===== config.mk =====
export PLATFORM = sky130hd
export DESIGN_NAME = button_debounce
export DESIGN_NICKNAME = d
export VERILOG_FILES = /design/src/rtl/button_debounce_pkg.sv /design/src/rtl/button_debounce_bit.sv /design/src/rtl/button_debounce.sv
export SDC_FILE = /design/constraint.sdc
export NUM_CORES = 1
export LEC_CHECK = 0
export ABC_AREA = 1
export CORE_MARGIN = 4
export CORE_UTILIZATION = 54
export CTS_BUF_LIST = sky130_fd_sc_hd__clkbuf_4
export CTS_CLUSTER_SIZE = 24
export DETAILED_ROUTE_END_ITERATION = 6
export PLACE_DENSITY_LB_ADDON = 0.25
export SETUP_SLACK_MARGIN = 0.5
export SLEW_MARGIN = 25
export SYNTH_ARGS = -nofsm -noshare
export SYNTH_HDL_FRONTEND = slang
export SYNTH_SLANG_ARGS = --single-unit

===== constraint.sdc =====
create_clock -name clk -period 1.3 [get_ports clk]
set_input_delay 0.195 -clock clk [delete_from_list [all_inputs] [get_ports clk]]
set_output_delay 0.195 -clock clk [all_outputs]
set_load 0.01 [all_outputs]

===== src/rtl/button_debounce_pkg.sv =====
// rtl/button_debounce_pkg.sv - shared register map and sizing for the push-button debouncer
package button_debounce_pkg;
    localparam logic [1:0] ADDR_LEVEL   = 2'd0;
    localparam logic [1:0] ADDR_CAPTURE = 2'd1;
    localparam logic [1:0] ADDR_MASK    = 2'd2;
    localparam logic [1:0] ADDR_COUNT   = 2'd3;

    localparam int N_BTN_MAX   = 4;
    localparam int PRESS_CNT_W = 8;
endpackage


===== src/rtl/button_debounce_bit.sv =====
// rtl/button_debounce_bit.sv - synchronizer, active-high inversion and stability counter for one button
module debounce_bit #(
    parameter int DEBOUNCE_CYCLES = 500000
) (
    input  logic clk,
    input  logic reset_n,
    input  logic btn_raw_i,
    output logic level_o,
    output logic press_pulse_o
);
    localparam int CNT_W = $clog2(DEBOUNCE_CYCLES);
    localparam logic [CNT_W-1:0] CNT_LAST = CNT_W'(DEBOUNCE_CYCLES - 1);

    logic             sync1_q, sync1_d;
    logic             sync2_q, sync2_d;
    logic             level_q, level_d;
    logic [CNT_W-1:0] cnt_q, cnt_d;
    logic             synced;
    logic             accept;

    always_comb begin
        sync1_d = btn_raw_i;
        sync2_d = sync1_q;
        synced  = ~sync2_q;
        level_d = level_q;
        cnt_d   = '0;
        accept  = 1'b0;
        // Any sample that matches the current level restarts the count.
        if (synced != level_q) begin
            if (cnt_q == CNT_LAST) begin
                level_d = synced;
                accept  = 1'b1;
            end else begin
                cnt_d = cnt_q + CNT_W'(1);
            end
        end
    end

    // Combinational so register-file consumers update on the same edge as level_o.
    assign press_pulse_o = accept & synced;
    assign level_o       = level_q;

    always_ff @(posedge clk or negedge reset_n) begin
        if (!reset_n) begin
            sync1_q <= 1'b1;
            sync2_q <= 1'b1;
            level_q <= 1'b0;
            cnt_q   <= '0;
        end else begin
            sync1_q <= sync1_d;
            sync2_q <= sync2_d;
            level_q <= level_d;
            cnt_q   <= cnt_d;
        end
    end
endmodule


===== src/rtl/button_debounce.sv =====
// rtl/button_debounce.sv - debounced buttons with capture, mask, press counters and Avalon-MM polling
module button_debounce
    import button_debounce_pkg::*;
#(
    parameter int N_BTN           = 4,
    parameter int DEBOUNCE_CYCLES = 500000
) (
    input  logic             clk,
    input  logic             reset_n,
    input  logic [N_BTN-1:0] btn_raw_i,
    output logic [N_BTN-1:0] btn_o,
    input  logic [1:0]       s0_address,
    input  logic             s0_read,
    input  logic             s0_write,
    output logic [31:0]      s0_readdata,
    input  logic [31:0]      s0_writedata,
    output logic             irq_o
);
    logic [N_BTN-1:0]       level;
    logic [N_BTN-1:0]       press;
    logic [N_BTN-1:0]       capture_q, capture_d;
    logic [N_BTN-1:0]       mask_q, mask_d;
    logic [PRESS_CNT_W-1:0] count_q [N_BTN];
    logic [PRESS_CNT_W-1:0] count_d [N_BTN];
    logic [31:0]            readdata_q, readdata_d;
    logic [31:0]            rd_mux;
    logic                   unused_wdata;

    for (genvar i = 0; i < N_BTN; i++) begin : g_btn
        debounce_bit #(.DEBOUNCE_CYCLES(DEBOUNCE_CYCLES)) u_bit (
            .clk          (clk),
            .reset_n      (reset_n),
            .btn_raw_i    (btn_raw_i[i]),
            .level_o      (level[i]),
            .press_pulse_o(press[i])
        );
    end

    assign unused_wdata = ^s0_writedata;

    always_comb begin
        rd_mux = '0;
        case (s0_address)
            ADDR_LEVEL:   rd_mux[N_BTN-1:0] = level;
            ADDR_CAPTURE: rd_mux[N_BTN-1:0] = capture_q;
            ADDR_MASK:    rd_mux[N_BTN-1:0] = mask_q;
            default: begin
                for (int i = 0; i < N_BTN; i++) begin
                    rd_mux[PRESS_CNT_W*i +: PRESS_CNT_W] = count_q[i];
                end
            end
        endcase
    end

    always_comb begin
        readdata_d = s0_read ? rd_mux : readdata_q;
        mask_d     = mask_q;
        capture_d  = capture_q;
        if (s0_write && s0_address == ADDR_MASK) begin
            mask_d = s0_writedata[N_BTN-1:0];
        end
        if (s0_write && s0_address == ADDR_CAPTURE) begin
            capture_d = capture_q & ~s0_writedata[N_BTN-1:0];
        end
        // New presses override a same-cycle clear.
        capture_d = capture_d | press;
        for (int i = 0; i < N_BTN; i++) begin
            if (s0_write && s0_address == ADDR_COUNT) begin
                count_d[i] = press[i] ? PRESS_CNT_W'(1) : '0;
            end else if (press[i]) begin
                count_d[i] = count_q[i] + PRESS_CNT_W'(1);
            end else begin
                count_d[i] = count_q[i];
            end
        end
    end

    always_ff @(posedge clk or negedge reset_n) begin
        if (!reset_n) begin
            capture_q  <= '0;
            mask_q     <= '0;
            readdata_q <= '0;
            for (int i = 0; i < N_BTN; i++) begin
                count_q[i] <= '0;
            end
        end else begin
            capture_q  <= capture_d;
            mask_q     <= mask_d;
            readdata_q <= readdata_d;
            for (int i = 0; i < N_BTN; i++) begin
                count_q[i] <= count_d[i];
            end
        end
    end

    assign btn_o       = level;
    assign s0_readdata = readdata_q;
    assign irq_o       = |(capture_q & mask_q);
endmodule


==> results of run 1 <==
[power by group through the flow]
| stage | combinational, mW | sequential [mW] | clock [mW] |
|---|---|---|---|
| 3_3_place_gp | 1.02 | 5.44 | 0 |
| 3_5_place_dp | 1.05 | 5.45 | 0 |
| 6_report | 1.58 | 5.41 | 3.80 |
| 2_1_floorplan | 0.504 | 5.44 | 0 |
| 4_1_cts | 1.21 | 5.35 | 3.66 |
| 5_1_grt | 1.66 | 5.42 | 3.94 |
[what timing repair did]
item,in CTS,in global routing
buffers inserted,51,62
pin swaps,94,104
hold buffers,4,0
endpoints found under the hold margin,159,0
resized for setup,372,236
setup endpoints to repair,170,178
gates cloned,3,1
[kinds of logic after synthesis]
| logic type | share of synthesized area [%] |
|---|---|
| adder cells (fa/ha/maj) | 1.12 |
| XOR/XNOR | 5.11 |
| buffers and inverters | 7.00 |
| flip-flops | 45.0 |
| AO/OA/AOI/OAI | 4.13 |
| AND/OR/NAND/NOR | 37.6 |
[metrics by stage]
step	area [um^2]	hold slack, ns	cells
6_report	13900	0.0317	1757
5_1_grt	13900	0.0297	1757
4_1_cts	12600	0.0566	1693
3_5_place_dp	11100	0.147	1603
3_3_place_gp	11100	0.149	1603
2_1_floorplan	9260	-0.101	1202
[area by class of cell]
cell class | count | area (um^2)
timing repair inverter | 1 | 11.3
multi-input combinational | 896 | 5750
tap | 216 | 270
sequential | 160 | 4050
clock buffer | 19 | 143
timing repair buffer | 329 | 2940
inverter | 122 | 528
clock inverter | 13 | 210
fill | 631 | 2160
antenna | 1 | 2.50
[layout by cell type, fill, tap and decap left out, types with 5 or more instances in the layout]
cell,n
bufinv_16,5
o21ai_0,19
nand2_8,5
a21oi_1,6
xnor2_1,6
nand2_1,269
nand3b_1,8
nor2_2,35
dfrtp_1,127
nand2_2,71
nand3_4,15
inv_1,87
nor3_4,6
xor2_1,40
buf_12,13
buf_2,30
nand4_1,24
nor3_2,9
clkdlybuf4s50_1,10
nor2_4,54
nor2_1,152
o31ai_2,6
dfrtp_2,25
buf_4,178
nand2_4,17
dfstp_2,8
nand3_1,53
a21oi_2,12
clkbuf_4,19
inv_4,14
o21ai_2,5
buf_6,92
inv_2,15
o21ai_1,14
nand3_2,34
[metal layers]
layer	track usage, %	vias to the layer above	share of wire [%]
li1	-	4453	-
met1	35.9	5153	34
met2	47.6	1090	45
met3	5.04	437	12
met4	10.2	0	9.5
met5	0	-	0
[state kept, by name (all words and copies together), names as in the netlist]
signal	flops
g_btn.u_bit.sync2_q	4
g_btn.u_bit.cnt_q	76
g_btn.u_bit.sync1_q	4
mask_q	4
g_btn.u_bit.level_o	4
s0_readdata	32
count_q	32
capture_q	4
[path summary, 6_finish.rpt]
check / slack (ns) / end / cells past startpoint
worst max-delay path: -0.48 / irq_o / 3
worst min-delay path: 0.03 / g_btn[0].u_bit.sync1_q$_DFF_PN1_ / 1
worst max register to register: -0.39 / g_btn[3].u_bit.cnt_q[18]$_DFF_PN0_ / 8
worst min register to register: 0.36 / g_btn[2].u_bit.sync2_q$_DFF_PN1_ / 0
max in group asynchronous: 0.63 / g_btn[3].u_bit.cnt_q[8]$_DFF_PN0_ / 3
min in group asynchronous: 0.07 / mask_q[1]$_DFFE_PN0P_ / 2
[Yosys cell counts, types with 2 or more instances]
cell      count
o21ai_0      38
xor2_1       44
nor2_1      224
nand3_1      93
o31ai_1      10
nand2_2       2
inv_2         8
nor3_2        2
and2_1        3
nand3_2       5
buf_6         3
xnor2_1       8
nor2_4        6
dfstp_2       8
nor2_2       11
nand3_4       4
buf_4        10
nor3_1       17
nand4_2       2
buf_2         5
nand2_4       3
ha_1          8
clkbuf_1      5
a21oi_1      19
or2_2         3
dfrtp_1     152
nand2_1     357
buf_1         3
nand3b_1      8
inv_1       112
nand4_1      24
[worst max-delay path, cell delays in order (launching register included)]
cell	delay, ns
dfrtp_1	0.46
nand2_1	0.13
nand4_1	0.16
buf_2	0.21
==> results.sh, run 1 <==
export IMPL_seqPwrFrac_pct=50.1
export IMPL_switching_power_mw=3.18
export IMPL_die_x_um=136
export IMPL_synth_area_um2=8920
export IMPL_final_setup_worst_slack_ns=-0.479
export IMPL_startpoint="capture_q[3]$_DFF_PN0_"
export IMPL_synth_distinct_cells=36
export IMPL_antenna_found_initial=1
export IMPL_post_route_drc_count=29
export IMPL_cp_start_kind="flop"
export IMPL_utilization_pct=86.6
export IMPL_report_power_total_mw=10.8
export IMPL_slew_viol_final=0
export IMPL_finalHoldViolations=0
export IMPL_combPwrFrac_pct=14.6
export IMPL_fin_nets=1577
export IMPL_numClockSinks=160
export IMPL_pin_count=79
export IMPL_dr_pass1_iters=7
export IMPL_global_route_usage_total_pct=28.0
export IMPL_fin_crit_sh_pct=137
export IMPL_min_period_ns=1.78
export IMPL_synth_cells=1202
export IMPL_cp_required_ns=1.11
export IMPL_dieArea_um2=18600
export IMPL_drv_cap=0
export IMPL_grt_pass1_vias=9057
export IMPL_clk_pin_slew_ns=0.17
export IMPL_clkPwrFrac_pct=35.2
export IMPL_grt_first_pass_wirelength_um=42200
export IMPL_ant_nets=0
export IMPL_synth_flop_cell="dfrtp_1"
export IMPL_finalWirelength_um=38600
export IMPL_power_leakage_nw=6.49
export IMPL_relSlewSlack_pct=66.1
export IMPL_cp_max_fo=2
export IMPL_worst_clock_skew_ns=0.0265
export IMPL_syn_avg_cell_area_um2=7.42
export IMPL_synth_seq_cells=160
export IMPL_yosysTopAreaCell="dfrtp_1"
export IMPL_status="finished, violations left"
export IMPL_clock_latency_ns=0.62
export IMPL_wl_per_cell_um=22.0
export IMPL_ys_warn_count=0
export IMPL_initial_core_util_pct=55.5
export IMPL_final_setup_viol_count=144
export IMPL_area_growth_pct=55.9
export IMPL_dp_slack_ns=-0.307
export IMPL_dp_hpwl_um=16100
export IMPL_rows=46
export IMPL_seq_area_frac_synth_pct=45.0
export IMPL_yosysTopAreaCellShare_pct=42.7
export IMPL_drt_iter0_markers=1795
export IMPL_vias_per_cell=6.34
export IMPL_vdd_drop_max_mv=0.578
export IMPL_drive_gt1_share_pct=45.8
export IMPL_core_area_um2=16100
export IMPL_hp_start="btn_raw_i[0]"
export IMPL_worstPathArrival_ns=1.58
export IMPL_vias=11133
export IMPL_gr_total_overflow=0
export IMPL_place_congestion=0.943
export IMPL_cts_tree="built"
export IMPL_synth_edf_count=0
export IMPL_worst_pin_slew_ns=0.506
export IMPL_cts_made_buffers=17
export IMPL_async_reset_ff_share_pct=100
export IMPL_swShare_pct=29.5
export IMPL_cp_end_kind="output port"
export IMPL_hp_class="in -> reg"
export IMPL_io_buffers=50
export IMPL_criticalPathCategory="reg -> out"
export IMPL_yosys_top_cells_area="dfrtp_1 43%, nand2_1 15%, nor2_1 9.4%, nand3_1 5.2%, inv_1 4.7%"
export IMPL_p_int_mw=7.61
export IMPL_die_y_um=136
export IMPL_reg2reg_from="g_btn[3].u_bit.cnt_q[4]$_DFF_PN0_"
export IMPL_grt_max_degree=39
export IMPL_clock_path_buffers=2
export IMPL_violations="design-rule violations, negative setup slack"
export IMPL_rsz0062_at_grt="true"
export IMPL_power_density_nw_per_um2=776
export IMPL_syn_nets=1252
export IMPL_fmax_ghz=0.562
export IMPL_tns_ns=-23.46
export IMPL_cts_htree_levels=4
export IMPL_cts_root_buf="clkbuf_4"
(Power assumes the default switching activity.)
==> run 2: changes to the inputs <==
--- a/config.mk
+++ b/config.mk
@@ -17,3 +17,4 @@
 export SYNTH_ARGS = -nofsm -noshare
 export SYNTH_HDL_FRONTEND = slang
 export SYNTH_SLANG_ARGS = --single-unit
+export TNS_END_PERCENT = 30
==> results.sh, run 2 (same netlist as run 1, synthesis figures left out) <==
export IMPL_dp_hpwl_um=16300
export IMPL_final_common_cell="nand2_1"
export IMPL_path_cells="nand2_1 > nand4_1 > buf_2"
export IMPL_cts_tree="built"
export IMPL_cp_max_fo=2
export IMPL_area_growth_pct=38.7
export IMPL_initial_core_util_pct=55.5
export IMPL_multi_input_area_um2=5100
export IMPL_largest_reg_flops=76
export IMPL_globalRouteMet2Util_pct=41.1
export IMPL_dr_pass1_iters=7
export IMPL_crit_path_max_incr_delay_ns=0.41
export IMPL_final_setup_worst_slack_ns=-0.373
export IMPL_path_buf_inv=1
export IMPL_finalWirelength_um=25100
export IMPL_final_setup_viol_count=128
export IMPL_seqPwrFrac_pct=56.0
export IMPL_worst_pin_slew_ns=0.369
export IMPL_ff_latch_area_um2=4040
export IMPL_cts_root_buf="clkbuf_4"
export IMPL_min_period_ns=1.67
export IMPL_drive_gt1_share_pct=36.1
export IMPL_drt_iter0_markers=857
export IMPL_p_int_mw=6.83
export IMPL_clock_latency_ns=0.59
export IMPL_criticalPathCategory="reg -> out"
export IMPL_dp_slack_ns=-0.313
export IMPL_io_buffers=50
export IMPL_rsz0062_at_grt="true"
export IMPL_switching_power_mw=2.76
export IMPL_fin_crit_sh_pct=129
export IMPL_place_inst=1609
export IMPL_swShare_pct=28.8
export IMPL_top_usage_layer="met2"
export IMPL_cts_htree_levels=4
export IMPL_largest_register="g_btn.u_bit.cnt_q"
export IMPL_grt_first_pass_wirelength_um=38400
export IMPL_slowest_stage="dfrtp_1"
export IMPL_fmax_ghz=0.598
export IMPL_grt_use_met1_pct=34.8
export IMPL_drv_cap=0
export IMPL_wl_per_cell_um=14.8
export IMPL_dieArea_um2=18600
export IMPL_clkPwrFrac_pct=31.9
export IMPL_die_x_um=136
export IMPL_fin_area_um2=12400
export IMPL_vdd_drop_max_mv=0.574
export IMPL_grt_pass1_vias=8387
export IMPL_status="finished, violations left"
export IMPL_ant_nets=0
export IMPL_violations="design-rule violations, negative setup slack"
export IMPL_report_power_total_mw=9.59
export IMPL_finalHoldViolations=0
export IMPL_dpl_cell_area_um2=10900
export IMPL_cts_made_buffers=17
export IMPL_antenna_found_initial=1
export IMPL_core_area_um2=16100
export IMPL_hp_class="in -> async"
export IMPL_met3_usage_pct=4.71
export IMPL_vias=9001
export IMPL_cp_required_ns=1.11
export IMPL_cp_top_family="flip-flops"
export IMPL_relSlewSlack_pct=75.3
export IMPL_clk_pin_slew_ns=0.14
export IMPL_cp_start_kind="flop"
export IMPL_combPwrFrac_pct=12.1
export IMPL_pin_count=79
export IMPL_cp_end_kind="output port"
export IMPL_post_route_drc_count=22
export IMPL_worstPathArrival_ns=1.48
export IMPL_tns_ns=-10.37
export IMPL_power_density_nw_per_um2=775
export IMPL_mostFrequentLayoutCells="314 x nand2_1, 190 x buf_4, 173 x nor2_1, 134 x dfrtp_1, 90 x inv_1"
export IMPL_power_leakage_nw=5.85
export IMPL_worst_clock_skew_ns=0.0227
export IMPL_global_route_usage_total_pct=25.4
export IMPL_vias_per_cell=5.31
export IMPL_place_congestion=0.950
export IMPL_fillers=1063
export IMPL_numClockSinks=160
export IMPL_fin_nets=1516
export IMPL_grt_max_degree=47
export IMPL_startpoint="capture_q[2]$_DFF_PN0_"
export IMPL_clock_path_buffers=2
export IMPL_die_y_um=136
export IMPL_fin_cells=1696
export IMPL_rows=46
export IMPL_slew_viol_final=0
export IMPL_gr_total_overflow=0
export IMPL_reg2reg_from="g_btn[3].u_bit.cnt_q[0]$_DFF_PN0_"
## run 2: cell count changes in the layout (fill, tap and decap cells not counted), moves of 10 or more
cell / change
nand3_2: -10
nand3_1: +14
nor2_1: +21
nand2_1: +45
buf_6: -63
buf_4: +12
nand2_2: -34
inv_4: -10
nor2_4: -26
## run 2: timing repair
item / 4_1_cts / 5_1_grt
setup buffers: 28 / 21
endpoints found under the setup margin: 170 / 180
resized for setup: 234 / 183
hold buffers: 4 / 0
endpoints found under the hold margin: 156 / 0
gates cloned: 1 / 0
pin swaps: 47 / 68
## run 2: final cells by class
class                           instances  area share [%]
Antenna cell                            1          0.0202
Clock buffer                           17            1.03
Clock inverter                         15            1.29
Inverter                              122            3.90
Multi-Input combinational cell        895            41.3
Sequential cell                       160            32.6
Tap cell                              216            2.19
Timing Repair Buffer                  270            17.7
## run 2: layer usage
| layer | part of all wire, % | vias to the layer above |
|---|---|---|
| met5 | 0 | - |
| met4 | 2.2 | 0 |
| met3 | 5.8 | 64 |
| met2 | 50 | 332 |
| met1 | 42 | 4284 |
| li1 | - | 4321 |
## run 2: metrics by stage
step,hold slack (ns),utilization [%]
after CTS,0.0425,72.5
after floorplan,-0.101,-
final,0.0516,77.0
after detailed placement,0.114,68.2
after global placement,0.112,68.2
after global routing,0.0505,77.0
## run 2: power by group through the flow
stage	logic, mW	clock network [mW]	registers, mW
final	1.16	3.06	5.37
after floorplan	0.467	0	5.44
after detailed placement	1.02	0	5.45
after CTS	1.06	3.10	5.36
after global routing	1.28	3.34	5.40
after global placement	0.974	0	5.44
## run 2: path summary, 6_finish.rpt
kind                                                     endpoint  slack, ns  depth (start not counted)
worst max register to register  g_btn[3].u_bit.cnt_q[5]$_DFF_PN0_      -0.21                          8
worst min-delay path            g_btn[1].u_bit.cnt_q[5]$_DFF_PN0_       0.05                          2
worst max-delay path                                        irq_o      -0.37                          3
min in group clk                 g_btn[0].u_bit.sync1_q$_DFF_PN1_       0.07                          1
worst min register to register   g_btn[0].u_bit.sync2_q$_DFF_PN1_       0.36                          0
max in group asynchronous        g_btn[2].u_bit.sync2_q$_DFF_PN1_       0.62                          3
## run 2: worst register-to-register path: stages, from the launching register on
cell and delay, ns:
dfrtp_1 0.43, ha_4 0.17, nand3_4 0.12, inv_6 0.11, nand3_4 0.08, nor2_4 0.24, nor2_4 0.09, inv_4 0.11
nor2_1 0.06
==> run 3: changes to the inputs <==
--- a/config.mk
+++ b/config.mk
@@ -6,6 +6,7 @@
 export NUM_CORES = 1
 export LEC_CHECK = 0
 export ABC_AREA = 1
+export CORE_ASPECT_RATIO = 1.1
 export CORE_MARGIN = 4
 export CORE_UTILIZATION = 54
 export CTS_BUF_LIST = sky130_fd_sc_hd__clkbuf_4
==> results.sh, run 3 (same netlist as run 1, synthesis figures left out) <==
export IMPL_relSlewSlack_pct=73.0
export IMPL_grt_first_pass_wirelength_um=37700
export IMPL_clk_pin_slew_ns=0.14
export IMPL_fillers=1060
export IMPL_wl_per_cell_um=15.3
export IMPL_io_buffers=50
export IMPL_utilization_pct=77.5
export IMPL_rows=49
export IMPL_dieArea_um2=18600
export IMPL_place_inst=1594
export IMPL_vdd_drop_max_mv=0.432
export IMPL_drt_iter0_markers=750
export IMPL_fin_nets=1523
export IMPL_slowest_stage="dfrtp_1"
export IMPL_cp_top_family="simple AND/OR/NAND/NOR gates"
export IMPL_core_area_um2=16300
export IMPL_grt_pass1_vias=8304
export IMPL_path_buf_inv=1
export IMPL_min_period_ns=1.64
export IMPL_final_setup_viol_count=106
export IMPL_clock_path_buffers=2
export IMPL_fin_crit_sh_pct=126
export IMPL_final_setup_worst_slack_ns=-0.338
export IMPL_gr_total_overflow=0
export IMPL_tns_ns=-12.60
export IMPL_die_y_um=143
export IMPL_fmax_ghz=0.610
export IMPL_final_common_cell="nand2_1"
export IMPL_initial_core_util_pct=54.7
export IMPL_dr_pass1_iters=5
export IMPL_worstPathArrival_ns=2.14
export IMPL_vias_per_cell=5.41
export IMPL_clock_latency_ns=0.56
export IMPL_finalWirelength_um=25800
export IMPL_die_x_um=131
export IMPL_path_cells="ha_4 > nand3_4 > nor2_4 > nand3_4 > nor2_4 > buf_4 > nand3_2 > nand2_1"
export IMPL_largest_register="g_btn.u_bit.cnt_q"
export IMPL_drv_cap=0
export IMPL_cp_end_kind="flop"
export IMPL_fin_cells=1690
export IMPL_worst_clock_skew_ns=0.0188
export IMPL_crit_path_max_incr_delay_ns=0.45
export IMPL_mostFrequentLayoutCells="305 x nand2_1, 174 x buf_4, 162 x nor2_1, 141 x dfrtp_1, 87 x inv_1"
export IMPL_antenna_found_initial=1
export IMPL_cp_start_kind="flop"
export IMPL_post_route_drc_count=0
export IMPL_dp_hpwl_um=16000
export IMPL_status="finished, violations left"
export IMPL_area_growth_pct=41.7
export IMPL_criticalPathCategory="reg -> reg"
export IMPL_cts_tree="built"
export IMPL_largest_reg_flops=76
export IMPL_worst_pin_slew_ns=0.404
export IMPL_grt_max_degree=47
export IMPL_cts_made_buffers=17
export IMPL_hold_slack_ns=0.0530
export IMPL_pin_count=79
export IMPL_hp_class="in -> async"
export IMPL_cts_root_buf="clkbuf_4"
export IMPL_ant_nets=0
export IMPL_rsz0062_at_grt="true"
export IMPL_cp_max_fo=7
export IMPL_place_congestion=0.935
export IMPL_numClockSinks=160
export IMPL_slew_viol_final=0
export IMPL_vias=9136
export IMPL_cts_htree_levels=4
export IMPL_cp_required_ns=1.80
export IMPL_drive_gt1_share_pct=37.4
export IMPL_global_route_usage_total_pct=24.9
export IMPL_power_density_nw_per_um2=722
export IMPL_violations="negative setup slack"
export IMPL_power_leakage_nw=6.01
export IMPL_finalHoldViolations=0
[run 3: cell types whose count changed in the layout (fill, tap and decap cells not counted), moves of 7 or more]
cell and delta:
nand3_1 -7, nor2_4 +12, buf_6 +24, dfrtp_2 -7, nor2_1 -11, nand2_1 -9
dfrtp_1 +7, nand2_4 +7, buf_4 -16
[run 3: routing by layer]
layer | part of all wire (%) | routed length (um) | track usage, %
met5 | 0 | 0 | 0
met4 | 3.1 | 809 | 8.93
met2 | 51 | 13100 | 42.3
met3 | 5.7 | 1460 | 4.04
met1 | 40 | 10400 | 32.2
[run 3: worst paths after layout]
check,startpoint,endpoint,slack (ns),depth (start not counted)
max,g_btn[1].u_bit.cnt_q[0]$_DFF_PN0_,count_q[21]$_DFFE_PN0P_,-0.34,8
min,reset_n,g_btn[1].u_bit.cnt_q[15]$_DFF_PN0_,0.05,2
max reg2reg,g_btn[1].u_bit.cnt_q[0]$_DFF_PN0_,count_q[21]$_DFFE_PN0P_,-0.34,8
min reg2reg,g_btn[1].u_bit.sync1_q$_DFF_PN1_,g_btn[1].u_bit.sync2_q$_DFF_PN1_,0.37,0
max in group asynchronous,reset_n,g_btn[2].u_bit.cnt_q[9]$_DFF_PN0_,0.64,4
min in group clk,btn_raw_i[0],g_btn[0].u_bit.sync1_q$_DFF_PN1_,0.13,1
[run 3: power by group]
part	leakage (nW)	internal [mW]	switching [mW]
combinational	3.75	0.521	0.646
clock	0.124	0.793	1.79
sequential	2.14	5.17	0.207
total	6.01	6.48	2.64
[run 3: layout make-up]
cell class / instances / area (um^2) / share of cell area, %
multi-input cells: 896 / 5280 / 41.8
diodes: 1 / 2.50 / 0.0198
flip-flops and latches: 160 / 4030 / 31.9
repair buffers: 276 / 2360 / 18.6
clock buffers: 20 / 150 / 1.19
well taps: 204 / 255 / 2.02
inverters: 122 / 495 / 3.92
clock inverters: 11 / 68.8 / 0.545
[run 3: worst register-to-register path, cell delays in order, from the launching register on]
cell,delay (ns)
dfrtp_1,0.45
ha_4,0.19
nand3_4,0.13
nor2_4,0.19
nand3_4,0.12
nor2_4,0.22
buf_4,0.15
nand3_2,0.06
nand2_1,0.07
[run 3: repair_timing]
| action | 4_1_cts | 5_1_grt |
|---|---|---|
| setup endpoints to repair | 175 | 179 |
| pin swaps | 40 | 99 |
| gates resized for setup | 226 | 257 |
| hold buffers | 4 | 0 |
| endpoints found under the hold margin | 162 | 0 |
| gates cloned | 1 | 1 |
| setup buffers | 25 | 33 |
[run 3: per-stage QoR]
step	setup WS [ns]	area, um^2	power (mW)
finish	-0.338	12600	9.12
CTS	-0.308	11500	9.00
floorplan	-0.0586	9030	5.90
global placement	-0.306	10900	6.44
global route	-0.410	12600	9.51
detailed placement	-0.328	10900	6.47
